[src/rtl/score_digit_scheduler.sv]
// score_digit_scheduler
//
// Converts a binary value to BCD with shift-and-add-3. It commits the digits to the
// display registers only at a frame boundary, so a frame never shows a half-updated
// value. For every pixel it also reports which digit glyph covers that pixel and the
// pixel's position inside the glyph.
//
// Ports:
//   clk_i           pixel/system clock
//   reset_ni        synchronous active-low reset
//   value_valid_i   new value offered (producer holds it until value_ready_o)
//   value_i         binary value to display
//   value_ready_o   block can accept a value (idle)
//   frame_start_i   one-cycle pulse at the start of vertical blanking
//   x_i, y_i        current pixel column / row
//   busy_o          conversion or commit pending
//   overflow_o      displayed value is saturated to all nines
//   digit_active_o  pixel lies inside a shown digit cell (registered)
//   digit_o         BCD digit to render (registered)
//   glyph_x_o       column inside the glyph (registered)
//   glyph_y_o       row inside the glyph (registered)
module score_digit_scheduler #(
    parameter int unsigned DIGITS      = 6,
    parameter int unsigned VALUE_W     = 20,
    parameter int unsigned ORIGIN_X    = 16,
    parameter int unsigned ORIGIN_Y    = 8,
    parameter int unsigned GLYPH_W     = 12,
    parameter int unsigned GLYPH_H     = 17,
    parameter int unsigned BLANK_ZEROS = 1
) (
    input  logic               clk_i,
    input  logic               reset_ni,
    input  logic               value_valid_i,
    input  logic [VALUE_W-1:0] value_i,
    output logic               value_ready_o,
    input  logic               frame_start_i,
    input  logic [31:0]        x_i,
    input  logic [31:0]        y_i,
    output logic               busy_o,
    output logic               overflow_o,
    output logic               digit_active_o,
    output logic [3:0]         digit_o,
    output logic [3:0]         glyph_x_o,
    output logic [4:0]         glyph_y_o
);

    function automatic logic [63:0] pow10(input int unsigned n);
        logic [63:0] p;
        p = 64'd1;
        for (int unsigned k = 0; k < n; k++) begin
            p = p * 64'd10;
        end
        return p;
    endfunction

    localparam logic [63:0]     SatLimit = pow10(DIGITS);
    localparam int unsigned     BcdW     = 4 * DIGITS;
    localparam int unsigned     CntW     = $clog2(VALUE_W + 1);
    localparam logic [CntW-1:0] LastIter = CntW'(VALUE_W - 1);

    typedef enum logic [1:0] {StIdle, StConvert, StWaitFrame, StCommit} state_e;

    state_e             state_q;
    logic [VALUE_W-1:0] shreg_q;
    logic [BcdW-1:0]    bcd_q;
    logic [BcdW-1:0]    bcd_adj;
    logic [CntW-1:0]    cnt_q;
    logic               sat_q;
    logic               overflow_q;
    logic [3:0]         disp_q [DIGITS];

    // Add-3 correction on every nibble that would overflow past 9 after the shift.
    always_comb begin
        bcd_adj = bcd_q;
        for (int unsigned i = 0; i < DIGITS; i++) begin
            if (bcd_q[4*i +: 4] >= 4'd5) begin
                bcd_adj[4*i +: 4] = bcd_q[4*i +: 4] + 4'd3;
            end
        end
    end

    always_ff @(posedge clk_i) begin
        if (!reset_ni) begin
            state_q    <= StIdle;
            shreg_q    <= '0;
            bcd_q      <= '0;
            cnt_q      <= '0;
            sat_q      <= 1'b0;
            overflow_q <= 1'b0;
            for (int unsigned i = 0; i < DIGITS; i++) begin
                disp_q[i] <= 4'd0;
            end
        end else begin
            unique case (state_q)
                StIdle: begin
                    if (value_valid_i) begin
                        shreg_q <= value_i;
                        bcd_q   <= '0;
                        cnt_q   <= '0;
                        sat_q   <= (64'(value_i) >= SatLimit);
                        state_q <= StConvert;
                    end
                end
                StConvert: begin
                    // The BCD MSB shifted out is only ever non-zero for saturated values.
                    bcd_q   <= (bcd_adj << 1) | BcdW'(shreg_q[VALUE_W-1]);
                    shreg_q <= shreg_q << 1;
                    if (cnt_q == LastIter) begin
                        state_q <= StWaitFrame;
                    end else begin
                        cnt_q <= cnt_q + 1'b1;
                    end
                end
                StWaitFrame: begin
                    if (frame_start_i) begin
                        state_q <= StCommit;
                    end
                end
                StCommit: begin
                    // Cell 0 is the most significant digit, i.e. the top nibble.
                    for (int unsigned i = 0; i < DIGITS; i++) begin
                        disp_q[i] <= sat_q ? 4'd9 : bcd_q[4*(DIGITS-1-i) +: 4];
                    end
                    overflow_q <= sat_q;
                    state_q    <= StIdle;
                end
                default: state_q <= StIdle;
            endcase
        end
    end

    assign value_ready_o = (state_q == StIdle);
    assign busy_o        = (state_q != StIdle);
    assign overflow_o    = overflow_q;

    // Pixel mapping: one range compare per cell, no divider.
    logic        active_d, active_q;
    logic [3:0]  digit_d, digit_q;
    logic [3:0]  gx_d, gx_q;
    logic [4:0]  gy_d, gy_q;
    logic [31:0] gy_full;
    logic [31:0] cell_lo;
    logic        in_y;
    logic        lead_zero;

    always_comb begin
        active_d  = 1'b0;
        digit_d   = 4'd0;
        gx_d      = 4'd0;
        gy_d      = 5'd0;
        lead_zero = 1'b1;
        cell_lo   = '0;
        gy_full   = y_i - 32'(ORIGIN_Y);
        in_y      = (y_i >= 32'(ORIGIN_Y)) && (gy_full < 32'(GLYPH_H));
        for (int unsigned i = 0; i < DIGITS; i++) begin
            // Running "this cell and everything left of it is zero".
            lead_zero = lead_zero && (disp_q[i] == 4'd0);
            cell_lo   = 32'(ORIGIN_X) + 32'(i) * 32'(GLYPH_W);
            if (in_y && (x_i >= cell_lo) && (x_i < cell_lo + 32'(GLYPH_W)) &&
                !((BLANK_ZEROS != 0) && lead_zero && (i != DIGITS - 1))) begin
                active_d = 1'b1;
                digit_d  = disp_q[i];
                gx_d     = 4'(x_i - cell_lo);
                gy_d     = 5'(gy_full);
            end
        end
    end

    always_ff @(posedge clk_i) begin
        if (!reset_ni) begin
            active_q <= 1'b0;
            digit_q  <= 4'd0;
            gx_q     <= 4'd0;
            gy_q     <= 5'd0;
        end else begin
            active_q <= active_d;
            digit_q  <= digit_d;
            gx_q     <= gx_d;
            gy_q     <= gy_d;
        end
    end

    assign digit_active_o = active_q;
    assign digit_o        = digit_q;
    assign glyph_x_o      = gx_q;
    assign glyph_y_o      = gy_q;

endmodule

[config.mk]
export PLATFORM = sky130hd
export DESIGN_NAME = score_digit_scheduler
export DESIGN_NICKNAME = d
export VERILOG_FILES = /design/src/rtl/score_digit_scheduler.sv
export SDC_FILE = /design/constraint.sdc
export NUM_CORES = 1
export LEC_CHECK = 0
export CORE_ASPECT_RATIO = 0.8
export CORE_MARGIN = 2
export CORE_UTILIZATION = 53
export CTS_CLUSTER_SIZE = 14
export DETAILED_ROUTE_END_ITERATION = 8
export MAX_ROUTING_LAYER = met4
export PLACE_DENSITY_LB_ADDON = 0.15
export SYNTH_ARGS = -nofsm -noshare
export SYNTH_HDL_FRONTEND = slang
export SYNTH_SLANG_ARGS = --single-unit
[constraint.sdc]
create_clock -name clk_i -period 6.3 [get_ports clk_i]
set_input_delay 0.63 -clock clk_i [delete_from_list [all_inputs] [get_ports clk_i]]
set_output_delay 0.63 -clock clk_i [all_outputs]
set_load 0.05 [all_outputs]
# Word-level counts from Yosys, hierarchy flattened
# Memory sizes are Yosys's and may differ from the RTL's.
# Cells that the tools add are included.
# word_totals
reg_bits	67
mem_bits_rw	24
in_bits	88
out_inout_bits	17
elab_cells	157
mem_count	1
# classes
addsub	14
order_cmp	21
n_eq_ne	8
muxes	57
n_bitwise	7
reduce_logical	39
# mem_list
memory	depth	width	rd	rd_ports_with_merged_regs	wr	line	rtl
disp_q	6	4	6	0	6	70	logic [3:0] disp_q [DIGITS];
# ops
cell	n
$mux 4	29
$lt 32x7->1 const B	3
$ge 32x5->1 const B	2
$ge 32x6->1 const B	2
$ge 32x7->1 const B	2
$lt 32x5->1 const B	2
$lt 32x6->1 const B	2
$pmux 24 s2	1
$mux 5	8
$pmux 20 s2	1
$ge 32x4->1 const B	1
$sub 32x4->32 const B	1
$ge 4x3->1 const B	6
$mux 24	1
$or 24x1->24	1
$logic_and 1x1->1	22
$add 4x2->4 const B	5
$ge 20x20->1 const B	1
$logic_not 4->1	5
$mux 20	1
$sub 4x4->4 const B	3
$mux 1	10
$pmux 5 s2	1
$ne 2x2->1 const B	4
other kinds (16)	32

# Depth between registers and ports, before layout
# Gate-level depths: netlist (run 1).
# logic_depth
depth_word	12
ltp_mapped	9
ltp_nobuf	8

# Worst setup path after synthesis (run 1)
# No wires, ideal clock.
# synth_path
kind	input to register
start	input port y_i[3]
end	register gx_q[0] (netlist: glyph_x_o[0])
arrival_time_ns	2.332
required_ns	6.227
slack_ns	3.895
stages	9
cell_sequence	inv_1 ha_1 nor3b_2 nand3_1 a2111oi_1 nand2_1 nand4b_2 buf_6 nor3b_2
# synth_between
elab_chain_cells	12
word_cells_on_any_way	27
cone_classes	add/sub (1); order compare (2); mux (6); reduce/logical (18)
# synth_lines
element	line	rtl
start, declared	38	input logic [31:0] y_i,
$sub 32x4->32	153	gy_full = y_i - 32'(ORIGIN_Y);
$lt 32x5->1	154	in_y = (y_i >= 32'(ORIGIN_Y)) && (gy_full < 32'(GLYPH_H));
$logic_and 1x1->1 *	154	
$logic_and 1x1->1 (3 in a row)	159	if (in_y && (x_i >= cell_lo) && (x_i < cell_lo + 32'(GLYPH_W)) &&
$mux 4 (5 in a row)	159	
$mux 4 *	159	
end signal, assigned	178	gx_q <= gx_d;
end, declared	139	logic [3:0] gx_d, gx_q;
# Mark *: on every way between the ends. The rest lies on a longest branch, timed or not.
# A chain may end at the register's enable or synchronous reset.

# Worst setup path after layout (run 1)
# layout_path
start	input port y_i[3]
end	register gx_q[2] (netlist: glyph_x_o[2])
# The elaborated chain is that of the path after synthesis.

==> impl_metrics.csv, run 1 <==
group,metric,value,unit
finish,layout.nets,749,
sta,final.setup.tns,0,ps
power_and_ir_drop,vdd.ir_drop.worst,0.244,mV
die,num_io_pins,105,
finish,n_antenna_cell,0,
cts,numCtsBuffers,9,
power_and_ir_drop,fin_total_pwr,0.00179,W
global_route,antenna_found_initial,0,
cts,worstSkewPairLatency,330,ps
route,avgRoutedWirePerCell,15.6,µm
route,drc_markers,13,
synthesis,synth_sequential_area_ratio,40.8,%
critical_path,worst-endpoint-required,6540,ps
synthesis,largest_area_contributor_in_the_synthesized_netlist,"sky130_fd_sc_hd__dfxtp_1",
synthesis,post_synth_num_cell_types,64,
sta,final_hold_viol_count,0,
synthesis,synth_commonest_cells,"67 x sky130_fd_sc_hd__dfxtp_1, 44 x sky130_fd_sc_hd__nor2_1, 43 x sky130_fd_sc_hd__nand2_1",
sta,setup_viol,0,
finish,area_growth,27.6,%
route,vias_per_cell,5.79,
cts,clock_sink_count,91,
cts,cts-hold-fix-buffers,0,
critical_path,regToRegSetupSlack,3870,ps
cts,clock_edge_transition_at_the_registers_on_the_reported_setup_and_hold_paths,60,ps
critical_path,timing.critical_path.max_delay_family,"simple AND/OR/NAND/NOR gates",
sta,hold-worst-slack,501,ps
finish,layout-drive-gt1-share,6.37,%
die,floorplan.initialDensity,55.2,%
place,gp_congestion,0.919,
critical_path,critPathLaunchType,"primary input",
synthesis,synth.cell_area,5050,µm²
critical_path,criticalPathCategory,"in -> reg",
route,ant_nets,0,
cts,cts_max_level,3,
job,max_cap_viol_count,0,
power_and_ir_drop,power_leakage,2.35,nW
power_and_ir_drop,powerDensity,277,nW/µm²
synthesis,total_nets_after_synthesis,654,
outcome,run_status,"complete, but fails checks",
critical_path,critical_path.cell_chain,"clkdlybuf4s50_1, inv_1, ha_1, nor3b_2, nand3_1, a2111oi_1, nand2_1, nand4b_2, a311oi_1",
die,die_width,113,µm
critical_path,critical_path.max_stage_delay,560,ps
critical_path,critical_path_buf_inv_count,2,
power_and_ir_drop,switching_power_share_of_the_total,33.1,%
synthesis,async_reset_ff_share,0,%
global_route,grt_use_total,23.7,%
synthesis,yosys_register_bits,91,
route,detailedRoute.firstPassIterationCount,7,
die,rows,31,
sta,worst_clock_skew,8.25,ps
synthesis,synth.avg_cell_area,9.29,µm²
global_route,grt_overflow_total,0,
critical_path,cp.arrival,3400,ps
cts,cts_resized,0,
sta,least_margin_pin_slew,1050,ps
synthesis,syn_inst,544,
global_route,grt_max_degree,55,
synthesis,synth-main-ff-cell,"sky130_fd_sc_hd__dfxtp_1",
route,drt-initial-drc-count,371,
critical_path,worstPathMaxFanout,13,
global_route,first_global_vias,4035,
critical_path,cp-end-kind,"flop",
synthesis,synth-edff-count,24,
finish,post-route-util,70.5,%
synthesis,synth_top_cell_area_share,26.5,%
place,portBuffers,104,
cts,cts_max_path_buffers,2,
route,dr_total_vias,4393,
power_and_ir_drop,internal_power,0.00120,W
sta,final_min_period_over_clock_period,50.2,%
cts,clock_tree.root_cell,"sky130_fd_sc_hd__clkbuf_16",
sta,final.setup.worst_slack,3140,ps
synthesis,yosys_warnings,0,
sta,max_clock_freq,316,MHz
worst_hold_path,hold_class,"reg -> reg",
cts,post-cts-setup-buffer-count,0,
outcome,violations,"DRC",
place,hpwl,8680,µm
sta,slew-limit-headroom,30.0,%
cts,cts_tree,"done",
die,fp.coreArea,9150,µm²
critical_path,critPathSlowestCell,"sky130_fd_sc_hd__a2111oi_1",
die,overall_die_area,10300,µm²
power_and_ir_drop,combinationalPowerShare,30.8,%
synthesis,leading_post_synthesis_cells_by_cell_area,"sky130_fd_sc_hd__dfxtp_1 27%, sky130_fd_sc_hd__edfxtp_1 14%, sky130_fd_sc_hd__ha_1 5.4%",
global_route,grt_first_pass_wirelength,19400,µm
die,die_height,91.3,µm
sta,grt_setup_unrepaired,"no",
place,placement.setup.worst_slack,2780,ps
power_and_ir_drop,power.sequential.fraction,41.3,%
power_and_ir_drop,clkPwrFrac,27.9,%
route,routed_wl,11900,µm
sta,layout_min_cycle_time,3160,ps
synthesis,yosysMostFrequentCell,"sky130_fd_sc_hd__dfxtp_1",
power_and_ir_drop,power_switching,0.000592,W
sta,maxSlewViolCount,0,
[cell usage in the layout (no fill, tap or decap), types with 7 or more instances in the layout]
cell,synthesis,layout
sky130_fd_sc_hd__and2_1,13,13
sky130_fd_sc_hd__xnor2_1,7,7
sky130_fd_sc_hd__nor4_1,16,16
sky130_fd_sc_hd__inv_1,23,23
sky130_fd_sc_hd__nor2_1,44,44
sky130_fd_sc_hd__xor2_1,8,8
sky130_fd_sc_hd__mux2i_1,23,23
sky130_fd_sc_hd__nand4_1,10,10
sky130_fd_sc_hd__nor2b_1,19,19
sky130_fd_sc_hd__nand2_1,43,43
sky130_fd_sc_hd__dfxtp_1,67,67
sky130_fd_sc_hd__o21ai_0,24,23
sky130_fd_sc_hd__a21oi_1,15,15
sky130_fd_sc_hd__o211a_1,19,19
sky130_fd_sc_hd__nand3_1,15,15
sky130_fd_sc_hd__a21boi_0,7,7
sky130_fd_sc_hd__a22oi_1,17,17
sky130_fd_sc_hd__nor3_1,18,18
sky130_fd_sc_hd__nand2b_1,12,12
sky130_fd_sc_hd__clkdlybuf4s50_1,0,104
sky130_fd_sc_hd__clkbuf_16,0,9
sky130_fd_sc_hd__ha_1,22,22
sky130_fd_sc_hd__edfxtp_1,24,24
[metal layers]
layer / track usage (%) / up-vias / wire [µm]
met2: 36.5 / 143 / 5360
met5: - / - / 0
li1: - / 2207 / -
met3: 5.61 / 13 / 866
met1: 32.0 / 2030 / 5530
met4: 4.98 / 0 / 111
[power by group through the flow]
stage | sequential, W | combinational, W | clock [W]
3_3_place_gp | 0.000744 | 0.000531 | 0
2_1_floorplan | 0.000734 | 0.000389 | 0
5_1_grt | 0.000750 | 0.000604 | 0.000533
3_5_place_dp | 0.000751 | 0.000547 | 0
6_report | 0.000739 | 0.000550 | 0.000498
4_1_cts | 0.000738 | 0.000551 | 0.000504
[final timing paths]
| check | start | end | cells after the start |
|---|---|---|---|
| setup / recovery | y_i[3] | glyph_x_o[2]$_SDFF_PN0_ | 9 |
| hold reg to reg | shreg_q[10]$_SDFFE_PN0P_ | shreg_q[10]$_SDFFE_PN0P_ | 1 |
| hold / removal | shreg_q[10]$_SDFFE_PN0P_ | shreg_q[10]$_SDFFE_PN0P_ | 1 |
| setup reg to reg | disp_q[0][0]$_SDFFCE_PN0P_ | glyph_y_o[0]$_SDFF_PN0_ | 6 |
[layout make-up]
class	instances	area (µm²)
Inverter	23	86.3
Fill cell	721	2700
Tap cell	115	144
Multi-Input combinational cell	406	2810
Clock inverter	5	37.5
Clock buffer	11	243
Sequential cell	91	2060
Timing Repair Buffer	108	1070
[cell families after synthesis]
family,count (synthesis),share of synthesized area (%)
adder cells (fa/ha/maj),22,5.45
flip-flops,91,40.8
XOR/XNOR,15,2.60
buffers and inverters,47,3.66
AND/OR/NAND/NOR,219,24.3
AO/OA/AOI/OAI,126,18.4
multiplexers,24,4.78
[stage by stage]
stage / std cells / area, µm²
global route: 759 / 6450
finish: 759 / 6450
detailed placement: 743 / 6170
CTS: 759 / 6450
global placement: 743 / 6170
floorplan: 544 / 5050
[worst register-to-register path: cells and delay by family (launching register included)]
kind | cells | cell delay [ps]
and+or+nand+nor | 4 | 1500
AOI/OAI and AO/OA | 2 | 420
DFF | 1 | 390
[registers in the layout, indices dropped and copies added, names as in the netlist]
signal	flops
state_q	2
glyph_x_o	4
bcd_q	24
sat_q	1
overflow_o	1
glyph_y_o	5
digit_active_o	1
digit_o	4
disp_q	24
cnt_q	5
shreg_q	20
No activity file was read; power rests on OpenSTA's default activity.
==> run 2, diff against run 1 <==
--- a/config.mk
+++ b/config.mk
@@ -7,7 +7,7 @@
 export LEC_CHECK = 0
 export CORE_ASPECT_RATIO = 0.8
 export CORE_MARGIN = 2
-export CORE_UTILIZATION = 53
+export CORE_UTILIZATION = 47
 export CTS_CLUSTER_SIZE = 14
 export DETAILED_ROUTE_END_ITERATION = 8
 export MAX_ROUTING_LAYER = met4
==> constraint.sdc (replaced) <==
create_clock -name clk_i -period 2.7 [get_ports clk_i]
set_input_delay 0.27 -clock clk_i [delete_from_list [all_inputs] [get_ports clk_i]]
set_output_delay 0.27 -clock clk_i [all_outputs]
set_load 0.05 [all_outputs]
==> run 2 against run 1 <==
The flow now finishes without violations. Sequential power grew 130%. Core utilization shrank 6.5 points. Power grew 140%. Largest cell class unchanged. Highest routed layer unchanged.
==> impl_metrics.csv, run 2 (synthesis results as in run 1) <==
group,metric,value,unit
global_route,grt_first_pass_wirelength,20300,µm
finish,commonest_cells_after_routing_fill_and_taps_aside,"104 x sky130_fd_sc_hd__clkdlybuf4s50_1, 67 x sky130_fd_sc_hd__dfxtp_1, 44 x sky130_fd_sc_hd__nor2_1, 43 x sky130_fd_sc_hd__nand2_1, 24 x sky130_fd_sc_hd__edfxtp_1",
global_route,grt_max_degree,54,
place,hpwl,9020,µm
route,ant_nets,0,
die,num_io_pins,105,
power_and_ir_drop,power.sequential.fraction,40.2,%
critical_path,first_element_of_the_critical_path,"y_i[4]",
cts,cts-hold-fix-buffers,0,
die,floorplan.initialDensity,48.8,%
place,portBuffers,104,
finish,layout-drive-gt1-share,8.79,%
sta,max_clock_freq,424,MHz
power_and_ir_drop,fin_total_pwr,0.00426,W
sta,final_min_period_over_clock_period,87.3,%
cts,worstSkewPairLatency,340,ps
finish,post-route-util,64.0,%
power_and_ir_drop,clkPwrFrac,27.9,%
finish,layout.nets,765,
place,dp.cells,784,
worst_hold_path,holdCritStartpoint,"shreg_q[9]$_SDFFE_PN0P_",
power_and_ir_drop,switching_power_share_of_the_total,33.6,%
global_route,grt_overflow_total,0,
finish,largestRegisters,"bcd_q (24), disp_q (24), shreg_q (20)",
job,max_cap_viol_count,0,
critical_path,criticalPathCategory,"in -> reg",
route,drt-initial-drc-count,246,
sta,worst_clock_skew,9.56,ps
critical_path,critical_path.max_stage_delay,480,ps
finish,fillerInstances,875,
global_route,first_global_vias,4209,
sta,maxSlewViolCount,0,
cts,clock_edge_transition_at_the_registers_on_the_reported_setup_and_hold_paths,70,ps
cts,cts_max_level,3,
die,die_height,96.7,µm
critical_path,worst-endpoint-required,2940,ps
sta,layout_min_cycle_time,2360,ps
die,overall_die_area,11600,µm²
sta,final.setup.tns,0,ps
place,gp_congestion,0.894,
critical_path,worstPathMaxFanout,13,
cts,clock_sink_count,91,
critical_path,critPathSlowestCell,"sky130_fd_sc_hd__or3b_2",
cts,post-cts-setup-buffer-count,0,
worst_hold_path,hold_class,"reg -> reg",
die,fp.coreArea,10400,µm²
cts,cts_resized,0,
critical_path,critPathLaunchType,"primary input",
sta,grt_setup_unrepaired,"no",
route,avgRoutedWirePerCell,15.3,µm
sta,final.setup.worst_slack,342,ps
power_and_ir_drop,powerDensity,642,nW/µm²
sta,least_margin_pin_slew,527,ps
sta,final_hold_viol_count,0,
critical_path,critical_path.cell_chain,"clkdlybuf4s50_1, inv_1, ha_1, or3b_2, nor3b_1, o211ai_1, a22oi_2, nand4b_2, buf_12, a311oi_1",
global_route,antenna_found_initial,0,
power_and_ir_drop,power_leakage,2.43,nW
finish,post_layout_nonfiller_instances,800,
power_and_ir_drop,power_switching,0.00143,W
route,drc_markers,0,
sta,slew-limit-headroom,64.8,%
cts,numCtsBuffers,9,
route,vias_per_cell,5.62,
global_route,grt_use_total,21.7,%
critical_path,cp-end-kind,"flop",
die,rows,33,
critical_path,regToRegStartpoint,"disp_q[1][1]$_SDFFCE_PP0P_",
die,die_width,120,µm
finish,n_antenna_cell,0,
place,placement.setup.worst_slack,40.7,ps
cts,clock_tree.root_cell,"sky130_fd_sc_hd__clkbuf_16",
route,routed_wl,12200,µm
power_and_ir_drop,internal_power,0.00283,W
route,detailedRoute.firstPassIterationCount,5,
finish,area_growth,31.2,%
power_and_ir_drop,combinationalPowerShare,31.9,%
sta,setup_viol,0,
route,dr_total_vias,4497,
critical_path,cp.arrival,2600,ps
cts,cts_max_path_buffers,2,
power_and_ir_drop,vdd.ir_drop.worst,0.434,mV
cts,cts_tree,"done",
finish,layout_commonest_cell,"sky130_fd_sc_hd__clkdlybuf4s50_1",
outcome,run_status,"finished, final reports clean",
run 2: critical path, delay by kind of cell:
kind | cells | cell delay, ps
AND/OR/NAND/NOR | 3 | 860
buffers and inverters | 3 | 710
AO/OA/AOI/OAI | 3 | 580
adder cells (fa/ha/maj) | 1 | 180
run 2: path summary, 6_finish.rpt:
| path | endpoint | slack (ps) | cells past startpoint |
|---|---|---|---|
| worst min-delay path | shreg_q[9]$_SDFFE_PN0P_ | 500 | 1 |
| worst min register to register | shreg_q[9]$_SDFFE_PN0P_ | 500 | 1 |
| worst max-delay path | glyph_x_o[2]$_SDFF_PN0_ | 340 | 10 |
| worst max register to register | glyph_y_o[0]$_SDFF_PN0_ | 370 | 6 |
run 2: final cells by class:
class                   instances  area (µm²)  share of cell area, %
multi-input cells             406        2810                   42.3
flip-flops and latches         91        2060                   31.1
repair buffers                124        1220                   18.3
clock buffers                   9         225                   3.40
well taps                     140         175                   2.64
inverters                      23        86.3                   1.30
clock inverters                 7        57.6                  0.868
run 2: metal layers:
layer	vias up	track usage [%]	part of all wire [%]
met3	22	4.60	5.5
met4	0	4.98	1.4
met2	144	32.6	44
li1	2229	-	-
met1	2102	30.2	49
met5	-	-	0
run 2: per-stage QoR:
step	hold WS, ps	cell area, µm²
floorplan	340	5050
CTS	503	6630
global route	517	6630
global placement	480	6350
finish	500	6630
detailed placement	486	6350
run 2: power by group through the flow:
stage	clock network (W)	logic (W)	registers, W
final	0.00119	0.00136	0.00171
after global routing	0.00127	0.00149	0.00174
after CTS	0.00122	0.00136	0.00171
after detailed placement	0	0.00136	0.00174
after global placement	0	0.00132	0.00173
after floorplan	0	0.000908	0.00171
==> run 3, diff against run 2 <==
--- a/config.mk
+++ b/config.mk
@@ -12,6 +12,7 @@
 export DETAILED_ROUTE_END_ITERATION = 8
 export MAX_ROUTING_LAYER = met4
 export PLACE_DENSITY_LB_ADDON = 0.15
+export SLEW_MARGIN = 20
 export SYNTH_ARGS = -nofsm -noshare
 export SYNTH_HDL_FRONTEND = slang
 export SYNTH_SLANG_ARGS = --single-unit
==> results of run 3 <==
No change in the layout: final DEF, timing and power equal those of run 2.
